[config.mk]
export PLATFORM = sky130hd
export DESIGN_NAME = axi_traffic_gen
export DESIGN_NICKNAME = d
export VERILOG_FILES = /design/src/rtl/axi_tgen_pkg.sv /design/src/rtl/axi_tgen_pattern.sv /design/src/rtl/axi_traffic_gen.sv
export SDC_FILE = /design/constraint.sdc
export NUM_CORES = 1
export LEC_CHECK = 0
export BUFFER_PORTS_ARGS = -buffer_cell sky130_fd_sc_hd__buf_2
export CAP_MARGIN = 30
export CORE_UTILIZATION = 44
export DETAILED_ROUTE_END_ITERATION = 10
export GPL_ROUTABILITY_DRIVEN = 0
export PLACE_DENSITY = 0.81
export SLEW_MARGIN = 20
export SYNTH_ARGS = -nofsm -noshare
export SYNTH_HDL_FRONTEND = slang
export SYNTH_SLANG_ARGS = --single-unit
[constraint.sdc]
create_clock -name clk_i -period 2.2 [get_ports clk_i]
set_input_delay 0.22 -clock clk_i [delete_from_list [all_inputs] [get_ports clk_i]]
set_output_delay 0.22 -clock clk_i [all_outputs]
set_load 0.02 [all_outputs]
[src/rtl/axi_tgen_pkg.sv]
// Shared types and helpers for the AXI traffic generator: state encoding,
// AXI burst codes, bus structs and the AXSIZE helper.
package axi_tgen_pkg;

   // Widths of the AXI bus structs; the generator parameters default to these.
   localparam int AXI_ID_W_W = 4;
   localparam int AXI_ID_R_W = 4;
   localparam int AXI_ADDR_W = 4;
   localparam int AXI_DATA_W = 32;
   localparam int AXI_STRB_W = AXI_DATA_W / 8;

   // AXI burst encodings (passed through untouched, listed for callers).
   localparam logic [1:0] FIXED = 2'b00;
   localparam logic [1:0] INCR  = 2'b01;
   localparam logic [1:0] WRAP  = 2'b10;

   typedef enum logic [2:0] {
      ST_IDLE,
      ST_AW,
      ST_W,
      ST_B,
      ST_AR,
      ST_R,
      ST_DONE
   } tgen_state_e;

   // Master-driven AXI signals.
   typedef struct packed {
      logic [AXI_ID_W_W-1:0] awid;
      logic [AXI_ADDR_W-1:0] awaddr;
      logic [7:0]            awlen;
      logic [2:0]            awsize;
      logic [1:0]            awburst;
      logic                  awvalid;
      logic [AXI_DATA_W-1:0] wdata;
      logic [AXI_STRB_W-1:0] wstrb;
      logic                  wlast;
      logic                  wvalid;
      logic                  bready;
      logic [AXI_ID_R_W-1:0] arid;
      logic [AXI_ADDR_W-1:0] araddr;
      logic [7:0]            arlen;
      logic [2:0]            arsize;
      logic [1:0]            arburst;
      logic                  arvalid;
      logic                  rready;
   } axi_mosi_t;

   // Slave-driven AXI signals.
   typedef struct packed {
      logic                  awready;
      logic                  wready;
      logic [AXI_ID_W_W-1:0] bid;
      logic [1:0]            bresp;
      logic                  bvalid;
      logic                  arready;
      logic [AXI_ID_R_W-1:0] rid;
      logic [AXI_DATA_W-1:0] rdata;
      logic [1:0]            rresp;
      logic                  rlast;
      logic                  rvalid;
   } axi_miso_t;

   // AXSIZE code for a full-width beat: log2 of bytes per beat.
   function automatic logic [2:0] size_from_width(input int data_w, input int byte_w);
      return 3'($clog2(data_w / byte_w));
   endfunction

endpackage

[src/rtl/axi_tgen_pattern.sv]
// Deterministic beat pattern: data is seed+beat (wrapping), last flags the
// beat that should carry WLAST/RLAST. Shared by the write and read paths.
module axi_tgen_pattern #(
   parameter int DATA_W = 32
) (
   input  logic [DATA_W-1:0] seed_i,
   input  logic [7:0]        beat_i,
   input  logic [7:0]        len_i,
   output logic [DATA_W-1:0] data_o,
   output logic              last_o
);

   assign data_o = seed_i + DATA_W'(beat_i);
   assign last_o = (beat_i == len_i);

endmodule

[src/rtl/axi_traffic_gen.sv]
// AXI traffic generator: one write burst of seed+beat data, wait for the
// write response, read the same range back and compare each beat.
// Build option: define AXI_TGEN_CHECK_EN to compile in the read-data
// comparator, err_count_o and the RLAST position checks; without it read
// data is drained unchecked and error_o reports watchdog aborts only.
module axi_traffic_gen
   import axi_tgen_pkg::*;
#(
   parameter int ID_W_WIDTH     = AXI_ID_W_W,
   parameter int ID_R_WIDTH     = AXI_ID_R_W,
   parameter int ADDR_WIDTH     = AXI_ADDR_W,
   parameter int AXI_DATA_WIDTH = AXI_DATA_W,
   parameter int BYTE_WIDTH     = 8,
   parameter int TXN_ID         = 0,
   parameter int TIMEOUT        = 1024
) (
   input  logic                      clk_i,
   input  logic                      rst_n_i,
   input  logic                      start_i,
   input  logic [ADDR_WIDTH-1:0]     base_addr_i,
   input  logic [7:0]                len_i,
   input  logic [1:0]                burst_i,
   input  logic [AXI_DATA_WIDTH-1:0] seed_i,
   output axi_mosi_t                 out_mosi_o,
   input  axi_miso_t                 out_miso_i,
   output logic                      busy_o,
   output logic                      done_o,
   output logic                      error_o,
   output logic [15:0]               err_count_o
);

   localparam int          WDOG_W   = $clog2(TIMEOUT + 1);
   localparam logic [2:0]  AXI_SIZE = size_from_width(AXI_DATA_WIDTH, BYTE_WIDTH);

   tgen_state_e               r_state;
   tgen_state_e               w_state_nxt;
   logic [ADDR_WIDTH-1:0]     r_base;
   logic [7:0]                r_len;
   logic [1:0]                r_burst;
   logic [AXI_DATA_WIDTH-1:0] r_seed;
   logic [7:0]                r_beat;
   logic [WDOG_W-1:0]         r_wdog;
   logic                      r_error;

   logic [AXI_DATA_WIDTH-1:0] w_data;
   logic                      w_last;
   logic                      w_aw_hs, w_w_hs, w_b_hs, w_ar_hs, w_r_hs, w_hs;
   logic                      w_wait_state;
   logic                      w_timeout;
   logic                      w_unused;

   axi_tgen_pattern #(.DATA_W(AXI_DATA_WIDTH)) u_pattern (
      .seed_i (r_seed),
      .beat_i (r_beat),
      .len_i  (r_len),
      .data_o (w_data),
      .last_o (w_last)
   );

   // READY/VALID are decoded from state, so a handshake is state AND the peer's flag.
   assign w_aw_hs = (r_state == ST_AW) && out_miso_i.awready;
   assign w_w_hs  = (r_state == ST_W)  && out_miso_i.wready;
   assign w_b_hs  = (r_state == ST_B)  && out_miso_i.bvalid;
   assign w_ar_hs = (r_state == ST_AR) && out_miso_i.arready;
   assign w_r_hs  = (r_state == ST_R)  && out_miso_i.rvalid;
   assign w_hs    = w_aw_hs | w_w_hs | w_b_hs | w_ar_hs | w_r_hs;

   assign w_wait_state = (r_state == ST_AW) || (r_state == ST_W) || (r_state == ST_B) ||
                         (r_state == ST_AR) || (r_state == ST_R);
   // Fires on the TIMEOUT-th consecutive cycle without progress in a wait state.
   assign w_timeout    = w_wait_state && !w_hs && (r_wdog == WDOG_W'(TIMEOUT - 1));

   // State register.
   always_ff @(posedge clk_i) begin
      // NOTE: clocked state uses non-blocking assignments so every register samples pre-edge values.
      if (!rst_n_i) r_state <= ST_IDLE;
      else          r_state <= w_state_nxt;
   end

   // Next-state decode: advance on handshakes, bail to DONE on watchdog expiry.
   always_comb begin
      // NOTE: default first so no path through this block leaves a variable unassigned (no latch).
      w_state_nxt = r_state;
      unique case (r_state)
         ST_IDLE: if (start_i) w_state_nxt = ST_AW;
         ST_AW:   if (w_aw_hs) w_state_nxt = ST_W;
                  else if (w_timeout) w_state_nxt = ST_DONE;
         ST_W:    if (w_w_hs) begin
                     if (w_last) w_state_nxt = ST_B;
                  end else if (w_timeout) w_state_nxt = ST_DONE;
         ST_B:    if (w_b_hs) w_state_nxt = ST_AR;
                  else if (w_timeout) w_state_nxt = ST_DONE;
         ST_AR:   if (w_ar_hs) w_state_nxt = ST_R;
                  else if (w_timeout) w_state_nxt = ST_DONE;
         ST_R:    if (w_r_hs) begin
                     if (out_miso_i.rlast || w_last) w_state_nxt = ST_DONE;
                  end else if (w_timeout) w_state_nxt = ST_DONE;
         ST_DONE: w_state_nxt = ST_IDLE;
         default: w_state_nxt = ST_IDLE;
      endcase
   end

`ifdef AXI_TGEN_CHECK_EN
   logic [15:0] r_err_count;
   assign err_count_o = r_err_count;
   assign w_unused    = ^{out_miso_i.bid, out_miso_i.bresp, out_miso_i.rid, out_miso_i.rresp};
`else
   assign err_count_o = '0;
   assign w_unused    = ^{out_miso_i.bid, out_miso_i.bresp, out_miso_i.rid, out_miso_i.rresp,
                          out_miso_i.rdata};
`endif

   // Datapath: request latches, beat counter, watchdog and error tracking.
   always_ff @(posedge clk_i) begin
      if (!rst_n_i) begin
         r_base  <= '0;
         r_len   <= '0;
         r_burst <= '0;
         r_seed  <= '0;
         r_beat  <= '0;
         r_wdog  <= '0;
         r_error <= 1'b0;
`ifdef AXI_TGEN_CHECK_EN
         r_err_count <= '0;
`endif
      end else begin
         if ((r_state != w_state_nxt) || w_hs) r_wdog <= '0;
         else if (r_wdog != '1)                r_wdog <= r_wdog + 1'b1;

         unique case (r_state)
            ST_IDLE: if (start_i) begin
                        r_base  <= base_addr_i;
                        r_len   <= len_i;
                        r_burst <= burst_i;
                        r_seed  <= seed_i;
                        r_beat  <= '0;
                        r_error <= 1'b0;
`ifdef AXI_TGEN_CHECK_EN
                        r_err_count <= '0;
`endif
                     end
            ST_AW:   if (w_aw_hs) r_beat <= '0;
            ST_W:    if (w_w_hs)  r_beat <= r_beat + 8'd1;
            ST_AR:   if (w_ar_hs) r_beat <= '0;
            ST_R:    if (w_r_hs) begin
                        r_beat <= r_beat + 8'd1;
`ifdef AXI_TGEN_CHECK_EN
                        if (out_miso_i.rdata != w_data) begin
                           r_error <= 1'b1;
                           if (r_err_count != 16'hFFFF) r_err_count <= r_err_count + 16'd1;
                        end
                        if (out_miso_i.rlast != w_last) r_error <= 1'b1;
`endif
                     end
            default: ;
         endcase

         if (w_timeout) r_error <= 1'b1;
      end
   end

   // AXI outputs decoded from state and registered request fields only.
   always_comb begin
      out_mosi_o = '0;
      unique case (r_state)
         ST_AW: begin
            out_mosi_o.awvalid = 1'b1;
            out_mosi_o.awid    = ID_W_WIDTH'(TXN_ID);
            out_mosi_o.awaddr  = r_base;
            out_mosi_o.awlen   = r_len;
            out_mosi_o.awsize  = AXI_SIZE;
            out_mosi_o.awburst = r_burst;
         end
         ST_W: begin
            out_mosi_o.wvalid = 1'b1;
            out_mosi_o.wdata  = w_data;
            out_mosi_o.wstrb  = '1;
            out_mosi_o.wlast  = w_last;
         end
         ST_B:  out_mosi_o.bready = 1'b1;
         ST_AR: begin
            out_mosi_o.arvalid = 1'b1;
            out_mosi_o.arid    = ID_R_WIDTH'(TXN_ID);
            out_mosi_o.araddr  = r_base;
            out_mosi_o.arlen   = r_len;
            out_mosi_o.arsize  = AXI_SIZE;
            out_mosi_o.arburst = r_burst;
         end
         ST_R:  out_mosi_o.rready = 1'b1;
         default: ;
      endcase
   end

   assign busy_o  = (r_state != ST_IDLE);
   assign done_o  = (r_state == ST_DONE);
   assign error_o = r_error;

endmodule

# After elaboration in Yosys (flattened, before gate mapping)
# Cells that the tools add are included.
# W data, S select, Z words.
dict set report classes {
  addsub 3
  eq_ne 15
  mux 24
  bitwise 5
  reduce_logical 23
}
# cell n
set ops {}
lappend ops {{$mux W8} 5}
lappend ops {{$pmux W8 S5} 1}
lappend ops {{$mux W38} 1}
lappend ops {{$mux W18} 2}
lappend ops {{$add A32 B8 Y32} 1}
lappend ops {{$mux W3} 9}
lappend ops {{$pmux W3 S6} 1}
lappend ops {{$add A11 B1 Y11 const B} 1}
lappend ops {{$eq A11 B10 Y1 const B} 1}
lappend ops {{$ne A11 B11 Y1 const B} 1}
lappend ops {{$ne A2 B2 Y1 const B} 5}
lappend ops {{$eq A3 B3 Y1 const B} 3}
lappend ops {{$add A8 B1 Y8 const B} 1}
lappend ops {{$eq A8 B8 Y1} 1}
lappend ops {{$logic_and A1 B1 Y1} 7}
lappend ops {{$eq A3 B2 Y1 const B} 2}
lappend ops {{$logic_or A1 B1 Y1} 6}
lappend ops {{$reduce_and A6 Y1} 1}
lappend ops {{$mux W1} 5}
lappend ops {{$reduce_bool A5 Y1} 1}
lappend ops {{$or A1 B1 Y1} 4}
lappend ops {{$reduce_and A2 Y1} 2}
lappend ops {{$reduce_bool A2 Y1} 2}
lappend ops {{$eq A3 B1 Y1 const B} 1}
lappend ops {{6 further kinds} 6}
dict set report totals {
  register_bits 69
  in_bits 99
}

# Depth between registers and ports, before layout
# Gate-level depths: netlist (run 1).
dict set report logic_depth {
  word_depth 15
  mapped_depth 9
}

# Cells and area by module
# From an unflattened synthesis (run 1), not the netlist that was laid out.
dict set report unflattened {
  cells_unflattened 607
  area_unflattened_um2 4679.5
}
# module instances cells_each area_each_um2 seq_area_each_um2
set by_module_without_submodules {}
lappend by_module_without_submodules {axi_traffic_gen 1 487 3761.1 1381.3}
lappend by_module_without_submodules {axi_tgen_pattern 1 120 918.4 0.0}

# Least setup slack after synthesis (run 1)
# No wires, ideal clock.
dict set report synth_timing {
  kind {register to output}
  from {register r_beat[0]}
  to {output port out_mosi_o[60] (netlist name)}
  arrival_time_ns 2.340
  t_required_ns 1.980
  path_slack_ns -0.360
  stages_incl_launch_ff 10
  path_cell_list {dfxtp_1 > ha_1 > fa_1 > a21o_1 > a21oi_1 > o211a_1 > clkbuf_1 > nor4_1 > xnor2_1 > nor2_1}
}
# item line_no
set synth_lines {}
lappend synth_lines {{start: declaration} axi_traffic_gen.sv:41} ;# logic [7:0] r_beat;
lappend synth_lines {{start signal: assignment} axi_traffic_gen.sv:143} ;# ST_W: if (w_w_hs) r_beat <= r_beat + 8'd1;
lappend synth_lines {{start signal: assignment} axi_traffic_gen.sv:146} ;# r_beat <= r_beat + 8'd1;
lappend synth_lines {{end: declaration} axi_traffic_gen.sv:24} ;# output axi_mosi_t out_mosi_o,

==> results.toml, run 1 <==
[synthesis]
synth_seq_cells = 69
yosys.area.top_type_share_pct = 29.9
synthAdderAreaFrac_pct = 3.14
synth_top_family_by_area = "simple AND/OR/NAND/NOR gates"
synthCells = 599
synth.cell_area_mm2 = 0.00462
synth_simple_gate_area_share_pct = 30.6
synth_compound_area_share_pct = 16.2
synth_xor_area_share_pct = 8.90
synth_area_per_cell_um2 = 7.72
ys_types = 56
seq_area_frac_synth_pct = 29.9
synthTopCellsByArea = "dfxtp_1, nand2_1, a21boi_0"
muxShareOfSynthArea_pct = 1.35
synth_ff_type = "dfxtp_1"
synth_warnings = 0
synth_top_cell_by_area = "dfxtp_1"
synth_enable_flop_cells = 0
async_reset_ff_share_pct = 0

[global_routing]
grt_max_degree = 52
grt_pass1_vias = 4311
grt_pass1_wl_um = 20000
grtUsageMet2_pct = 38.4
antenna_found_initial = 1
grt.busiest_layer = "met2"
grt_util_met3_pct = 4.20
gr-total-overflow = 0
met1_usage_pct = 28.3
grt_use_total_pct = 22.6

[timing]
relSlewSlack_pct = 65.2
hold_viol_final = 0
skew_ns = 0.00931
grt_setup_unrepaired = "true"
max_freq_mhz = 390
min_period_ns = 2.57
period_share_pct = 117
finalWorstSetupSlack_ns = -0.365
setup_violations = 27
setup_tns_ns = -7.11
tightest_slew_ns = 0.519
drv_slew = 0

[finish]
fin_nets = 875
instances_no_fill = 907
post-route-util_pct = 61.7
final_layout_size_suffix_gt1_share_pct = 39.1
layout_common_cells = "nand2_1, buf_2, buf_4"
n_fill_cell = 895
final_common_cell = "nand2_1"
syn2layout_area_growth_pct = 37.2

[die]
initial_core_util_pct = 45.0
fp.dieH_um = 105
die_w_um = 105
die_area_mm2 = 0.0109
io-pin-count = 202
rows = 37
core_area_mm2 = 0.0103

[placed_design]
port_buffers = 129
dp.cells = 880
pre_cts_ws_ns = -0.173
hpwl_um = 8710

[setup_path]
critPathMaxFanout = 3
crit_required_ns = 1.98
cp_num_cells = 10
path_class = "reg2out"
reg2regPathDepth = 9
cp.arrival_ns = 2.35
startpoint_type = "register"
r2r_slack_ns = 0.04
crit_family = "compound AO/OA/AOI/OAI gates"
path_cells = "ha_4 > fa_2 > a21o_1 > a21oi_4 > buf_4 > o21ai_2 > a21oi_2 > xor2_1 > nor2_1 > buf_4"
worst_path_max_delay_cell = "dfxtp_2"
setup.worst_path.end_class = "output pin"
max_stage_delay_ns = 0.34
path_buf_inv = 2
crit_top_cell = "buf_4"

[clock_tree]
cts_tree = "yes"
clock_latency_ns = 0.36
clockBufferDepth = 2
clock-root-buffer = "clkbuf_8"
clock_sinks = 69
hold_buffers = 0
numCtsBuffers = 9
cts.clk_slew.worst_paths_ns = 0.07
cts_max_level = 3

[routing]
ant_nets = 0
drt-total-wl_um = 13000
via_count = 4754
wire_per_inst_um = 14.3
drc = 0
drt_pass1_iterations = 4
vias_per_cell = 5.24
drt_iter0_drc = 201

[flow_run]
cap_violations = 0

[pwr]
power_density_mw_per_mm2 = 613
peakVddDrop_uv = 419
leakage_nw = 2.75

[min_path]
min_path_cells = 3
hold_path_class = "in2reg"

[run_status]
status = "finished, violations left"
failed_checks = "setup timing"
==> cell usage after synthesis, types with 3 or more instances <==
library cell  number
nand2_1          117
dfxtp_1           69
a21boi_0          48
nor2_1            43
buf_4             35
and2_1            32
xor2_1            30
nor3_1            20
clkbuf_1          19
a21oi_1           18
nand4_1           17
xnor2_1           17
nand3_1           15
and3_1            10
ha_1              10
o21ai_0           10
inv_1              9
nor3_2             6
nor4_1             6
a211oi_2           5
o21a_1             5
a21o_1             4
and4_1             4
buf_1              4
mux2i_1            4
buf_2              3
buf_6              3
or3_1              3
==> where the power goes <==
group	leakage, nW	switching (mW)	internal, mW
registers	0.572	0.124	1.37
logic	2.07	0.743	0.512
clock network	0.107	0.501	0.634
==> cell type report <==
class / count / area (um2) / share of cell area (%)
inverters: 10 / 37.5 / 0.592
flip-flops and latches: 69 / 1410 / 22.2
clock buffers: 11 / 131 / 2.07
multi-input cells: 482 / 3240 / 51.1
diodes: 1 / 2.50 / 0.0394
well taps: 136 / 170 / 2.68
clock inverters: 5 / 75.1 / 1.18
repair buffers: 193 / 1280 / 20.2
==> path summary, 6_finish.rpt <==
kind | to | from
setup / recovery | out_mosi_o[36] | r_seed[0]
hold / removal | r_seed[1] | seed_i[1]
setup reg to reg | r_wdog[6] | r_beat[6]
hold reg to reg | r_base[0] | r_base[0]
==> layer usage <==
layer	part of all wire, %	vias up
met5	0	-
met4	2.0	0
met3	4.7	24
met2	50	162
met1	43	2261
li1	-	2307
==> flip-flops by register name, indices dropped and copies added, names as in the netlist <==
name	flops
r_wdog	11
r_state	3
r_len	8
r_base	4
r_seed	32
r_beat	8
error_o	1
r_burst	2
==> cells by family after synthesis <==
family          after synthesis
other cells                   1
buf+inv                      76
mux                           6
simple gates                286
xor+xnor                     47
flops                        69
fa+ha+maj                    11
compound gates              103
==> worst register-to-register path: stages (launching register included) <==
cell and delay, ns:
dfxtp_2 0.36, buf_4 0.14, xor2_1 0.18, nor4_2 0.08, buf_4 0.15, and2_4 0.17
a32o_2 0.28, o41a_1 0.37, buf_6 0.17, a211oi_2 0.18
==> what timing repair did <==
action,4_1_cts,5_1_grt
cloned,0,1
setup endpoints to repair,31,57
gates resized for setup,65,43
setup buffers,8,3
pin swaps,30,24
==> per-stage QoR <==
step                power [mW]  instance area (um2)  hold slack, ns
floorplan                 2.33                 4790           0.365
global placement          2.65                 5630           0.458
detailed placement        2.67                 5630           0.465
CTS                       3.85                 6120          0.0972
global route              4.09                 6340          0.0974
finish                    3.89                 6340           0.101
(Power assumes the default switching activity.)
==> inputs of run 2 (changes only) <==
--- a/config.mk
+++ b/config.mk
@@ -7,10 +7,11 @@
 export LEC_CHECK = 0
 export BUFFER_PORTS_ARGS = -buffer_cell sky130_fd_sc_hd__buf_2
 export CAP_MARGIN = 30
-export CORE_UTILIZATION = 44
+export CORE_UTILIZATION = 50
 export DETAILED_ROUTE_END_ITERATION = 10
 export GPL_ROUTABILITY_DRIVEN = 0
-export PLACE_DENSITY = 0.81
+export HOLD_SLACK_MARGIN = 0.15
+export PLACE_DENSITY = 0.87
 export SLEW_MARGIN = 20
 export SYNTH_ARGS = -nofsm -noshare
 export SYNTH_HDL_FRONTEND = slang
==> constraint.sdc (replaced) <==
create_clock -name clk_i -period 3.1 [get_ports clk_i]
set_input_delay 0.31 -clock clk_i [delete_from_list [all_inputs] [get_ports clk_i]]
set_output_delay 0.31 -clock clk_i [all_outputs]
set_load 0.02 [all_outputs]
==> run 2 against run 1 <==
The flow finishes with violations (DRC). Count of clock-buffer cells in the layout down 1. Via count is 4.9% lower. Worst hold slack improved by 0.10 ns. First-iteration DRC count is 12% higher. Non-clock buffer count shrank 56. Combinational power is 43% lower. Sequential cell count stayed put. Worst setup slack improved by 0.52 ns. Sequential power fell by 29%. Critical path type unchanged. Critical endpoint is now out_mosi_o[37]. Highest routed layer unchanged.
==> results.toml, run 2 (synthesized netlist as in run 1, its figures left out) <==
[run_status]
status = "finished, violations left"
failed_checks = "DRC"

[setup_path]
setup.worst_path.end_class = "output pin"
path_class = "reg2out"
path_cells = "ha_1 > a21o_1 > a21oi_1 > a21boi_0 > o21a_1 > o21a_1 > nor3_1 > buf_2"
crit_required_ns = 2.79
worst_path_max_delay_cell = "dfxtp_1"
startpoint_type = "register"
cp.arrival_ns = 2.63
critPathMaxFanout = 5
max_stage_delay_ns = 0.47
crit_top_cell = "o21a_1"

[global_routing]
grt_pass1_wl_um = 18600
grt_max_degree = 52
grt_use_total_pct = 23.6
gr-total-overflow = 0
antenna_found_initial = 1
grt_pass1_vias = 4058

[die]
die_w_um = 98.2
core_area_mm2 = 0.00885
io-pin-count = 202
initial_core_util_pct = 52.3
rows = 34
fp.dieH_um = 98.2
die_area_mm2 = 0.00964

[timing]
relSlewSlack_pct = 49.9
drv_slew = 0
min_period_ns = 2.94
skew_ns = 0.0155
hold_viol_final = 0
tightest_slew_ns = 0.750
setup_tns_ns = 0
setup_violations = 0
max_freq_mhz = 340
grt_setup_unrepaired = "false"
period_share_pct = 95.0
finalWorstSetupSlack_ns = 0.156
holdWs_ns = 0.203

[finish]
layout_common_cells = "buf_2, nand2_1, dfxtp_1"
final_layout_size_suffix_gt1_share_pct = 24.7
largest_reg_flops = 32
fin_nets = 818
seq_area_mm2 = 0.00138
reg_top3 = "r_seed: 32 flops, r_wdog: 11 flops"
syn2layout_area_growth_pct = 16.1
final_cell_area_mm2 = 0.00537
instances_no_fill = 821
multi_input_area_mm2 = 0.00291
top_register = "r_seed"
post-route-util_pct = 60.7
final_common_cell = "buf_2"
n_fill_cell = 758

[pwr]
leakage_nw = 2.38
switching_power_uw = 897
power_frac_clock_pct = 28.1
peakVddDrop_uv = 266
power_density_mw_per_mm2 = 463
pwr-share-seq_pct = 43.1
p_int_mw = 1.59
finalPower_mw = 2.49
p_comb_share_pct = 28.7
p_sw_share_pct = 36.0

[placed_design]
hpwl_um = 8620
pre_cts_ws_ns = 0.330
port_buffers = 129
placed_cell_area_mm2 = 0.00516
dp.cells = 805

[flow_run]
cap_violations = 0

[routing]
drt-total-wl_um = 11700
drt_pass1_iterations = 10
vias_per_cell = 5.51
via_count = 4522
ant_nets = 0
wire_per_inst_um = 14.2
drc = 12
drt_iter0_drc = 226

[clock_tree]
clock_sinks = 69
clockBufferDepth = 2
hold_buffers = 0
cts_setup_buffers = 0
cts_tree = "yes"
cts.clk_slew.worst_paths_ns = 0.08
cts_max_level = 3
clock_latency_ns = 0.34
clock-root-buffer = "clkbuf_8"
numCtsBuffers = 9

[min_path]
hold_path_class = "in2reg"
run 2: critical path: cells and delay by family, from the launching register on:
kind / cells / cell delay, ns
AND/OR/NAND/NOR: 1 / 0.23
adder cells (fa/ha/maj): 1 / 0.34
AO/OA/AOI/OAI: 5 / 1.05
flip-flops: 1 / 0.47
buffers and inverters: 1 / 0.21
run 2: worst paths after layout:
path,end,slack (ns),start,cells after the start
setup / recovery,out_mosi_o[37],0.16,r_beat[3],8
hold / removal,r_seed[1],0.20,seed_i[1],3
setup reg to reg,r_wdog[2],0.45,r_state[0],5
hold reg to reg,r_seed[31],0.47,r_seed[31],2
run 2: layout make-up:
class,count,share of cell area [%]
multi-input cells,481,54.3
flip-flops and latches,69,25.7
repair buffers,137,13.4
well taps,108,2.52
clock buffers,10,2.38
clock inverters,5,0.979
inverters,10,0.699
diodes,1,0.0466
run 2: power by group through the flow:
| stage | sequential (mW) | clock, mW | combinational [mW] |
|---|---|---|---|
| final | 1.07 | 0.700 | 0.715 |
| after global routing | 1.08 | 0.742 | 0.785 |
| after detailed placement | 1.09 | 0 | 0.707 |
| after floorplan | 1.05 | 0 | 0.593 |
| after global placement | 1.08 | 0 | 0.681 |
| after CTS | 1.07 | 0.705 | 0.711 |
run 2: layer usage:
metal | up-vias | track usage (%) | wire, um
li1 | 2192 | - | -
met1 | 2128 | 28.9 | 4980
met2 | 185 | 40.5 | 5740
met3 | 17 | 4.44 | 778
met4 | 0 | 10.2 | 170
met5 | - | 0 | 0
run 2: what timing repair did:
| action | 4_1_cts | 5_1_grt |
|---|---|---|
| gates cloned | 0 | 0 |
| endpoints found under the setup margin | 10 | 17 |
| resized for setup | 2 | 5 |
==> inputs of run 3 (changes only) <==
--- a/config.mk
+++ b/config.mk
@@ -12,6 +12,7 @@
 export GPL_ROUTABILITY_DRIVEN = 0
 export HOLD_SLACK_MARGIN = 0.15
 export PLACE_DENSITY = 0.87
+export REMOVE_ABC_BUFFERS = 1
 export SLEW_MARGIN = 20
 export SYNTH_ARGS = -nofsm -noshare
 export SYNTH_HDL_FRONTEND = slang
==> run 3 against run 2 <==
The flow still finishes with violations (DRC). Count of clock-buffer cells in the layout is 3 higher. Non-clock buffer count is 3 higher. Die area stayed put. Power is 2.5% lower. Clock skew is 0.0091 ns lower. Via count is 0.97% higher. Register-to-register slack better by 0.08 ns. Highest routed layer unchanged.
==> results.toml, run 3 (synthesized netlist as in run 1, its figures left out) <==
[setup_path]
cp.arrival_ns = 2.62
path_class = "reg2out"
critPathMaxFanout = 13
reg2regPathDepth = 6
crit_required_ns = 2.79
setup.worst_path.end_class = "output pin"
r2r_slack_ns = 0.53
reg2reg_to = "r_wdog[2]"
startpoint_type = "register"
r2r-start = "r_state[1]"

[global_routing]
grt_util_met3_pct = 4.22
grt_use_total_pct = 25.2
gr-total-overflow = 0
grt_max_degree = 52
grt_pass1_wl_um = 19600
antenna_found_initial = 0
grt_pass1_vias = 4210
met1_usage_pct = 29.3
grtUsageMet2_pct = 44.0
grt.busiest_layer = "met2"

[clock_tree]
cts_setup_buffers = 0
cts_resized = 2
cts.clk_slew.worst_paths_ns = 0.07
cts_tree = "yes"
numCtsBuffers = 9
clockBufferDepth = 2
clock-root-buffer = "clkbuf_8"
hold_buffers = 0
clock_latency_ns = 0.34
cts_max_level = 3
clock_sinks = 69

[timing]
drv_slew = 0
relSlewSlack_pct = 59.7
finalWorstSetupSlack_ns = 0.166
min_period_ns = 2.93
period_share_pct = 94.6
max_freq_mhz = 341
grt_setup_unrepaired = "false"
setup_violations = 0
skew_ns = 0.00636
hold_viol_final = 0
setup_tns_ns = 0
tightest_slew_ns = 0.604

[min_path]
hold_path_class = "in2reg"
worstHoldStart = "seed_i[31]"
worstHoldEndpoint = "r_seed[31]"
min_path_cells = 3

[placed_design]
pre_cts_ws_ns = 0.299
hpwl_um = 8790
port_buffers = 129
dp.cells = 808

[routing]
vias_per_cell = 5.55
ant_nets = 0
drc = 4
drt_iter0_drc = 206
drt_pass1_iterations = 10
drt-total-wl_um = 11900
via_count = 4566
wire_per_inst_um = 14.5

[pwr]
power_frac_clock_pct = 26.1
leakage_nw = 2.39
pwr-share-seq_pct = 44.5
switching_power_uw = 889
p_comb_share_pct = 29.4
power_density_mw_per_mm2 = 452
p_int_mw = 1.54
p_sw_share_pct = 36.7
peakVddDrop_uv = 235

[finish]
reg_top3 = "r_seed: 32 flops, r_wdog: 11 flops"
layout_common_cells = "buf_2, nand2_1, dfxtp_1"
n_antenna_cell = 0
largest_reg_flops = 32
final_layout_size_suffix_gt1_share_pct = 24.9
instances_no_fill = 823
n_fill_cell = 760
top_register = "r_seed"
syn2layout_area_growth_pct = 15.9
fin_nets = 821
final_common_cell = "buf_2"

[die]
io-pin-count = 202
rows = 34
fp.dieH_um = 98.2
core_area_mm2 = 0.00885
initial_core_util_pct = 52.3
die_area_mm2 = 0.00964
die_w_um = 98.2

[run_status]
failed_checks = "DRC"
status = "finished, violations left"

[flow_run]
cap_violations = 0
==> run 3: final cells by class <==
| type | instances | area (um2) | share of cell area (%) |
|---|---|---|---|
| multi-input combinational | 481 | 2910 | 54.2 |
| sequential | 69 | 1380 | 25.8 |
| inverter | 10 | 37.5 | 0.700 |
| clock buffer | 13 | 149 | 2.78 |
| timing repair buffer | 140 | 741 | 13.8 |
| clock inverter | 2 | 10.0 | 0.187 |
| tap | 108 | 135 | 2.52 |
==> run 3: per-layer routing <==
layer	wire [um]	share of wire (%)
met1	4900	41
met2	5860	49
met3	762	6.4
met4	405	3.4
met5	0	0
==> run 3: stage by stage <==
| stage | hold slack (ns) | instance area, um2 | total power [mW] | utilization (%) |
|---|---|---|---|---|
| 2_1_floorplan | 0.428 | 4310 | 1.55 | - |
| 3_3_place_gp | 0.456 | 5180 | 1.77 | 58.6 |
| 3_5_place_dp | 0.464 | 5180 | 1.81 | 58.6 |
| 4_1_cts | 0.192 | 5350 | 2.44 | 60.5 |
| 5_1_grt | 0.201 | 5360 | 2.57 | 60.6 |
| 6_report | 0.204 | 5360 | 2.43 | 60.6 |
==> run 3: worst max-delay path by stage <==
stage	startpoint	endpoint	cells after the start
after floorplan	r_state[0]	r_wdog[2]	5
after global placement	r_beat[0]	out_mosi_o[52]	9
after detailed placement	r_beat[0]	out_mosi_o[54]	9
after CTS	r_beat[5]	out_mosi_o[54]	8
after global routing	r_beat[5]	out_mosi_o[54]	8
final	r_beat[0]	out_mosi_o[54]	9
==> run 3: critical path, cell delays in order (launching register included) <==
cell,delay [ns]
dfxtp_1,0.38
ha_1,0.24
fa_1,0.42
a21o_1,0.19
a21oi_2,0.21
o211a_4,0.28
nor3_1,0.09
xnor2_1,0.13
nor2_1,0.13
buf_2,0.19
==> run 3: power by group through the flow <==
| stage | sequential (mW) | combinational (mW) | clock, mW |
|---|---|---|---|
| after floorplan | 1.07 | 0.483 | 0 |
| after global placement | 1.09 | 0.683 | 0 |
| after detailed placement | 1.10 | 0.708 | 0 |
| after CTS | 1.08 | 0.711 | 0.648 |
| after global routing | 1.09 | 0.789 | 0.691 |
| final | 1.08 | 0.712 | 0.633 |
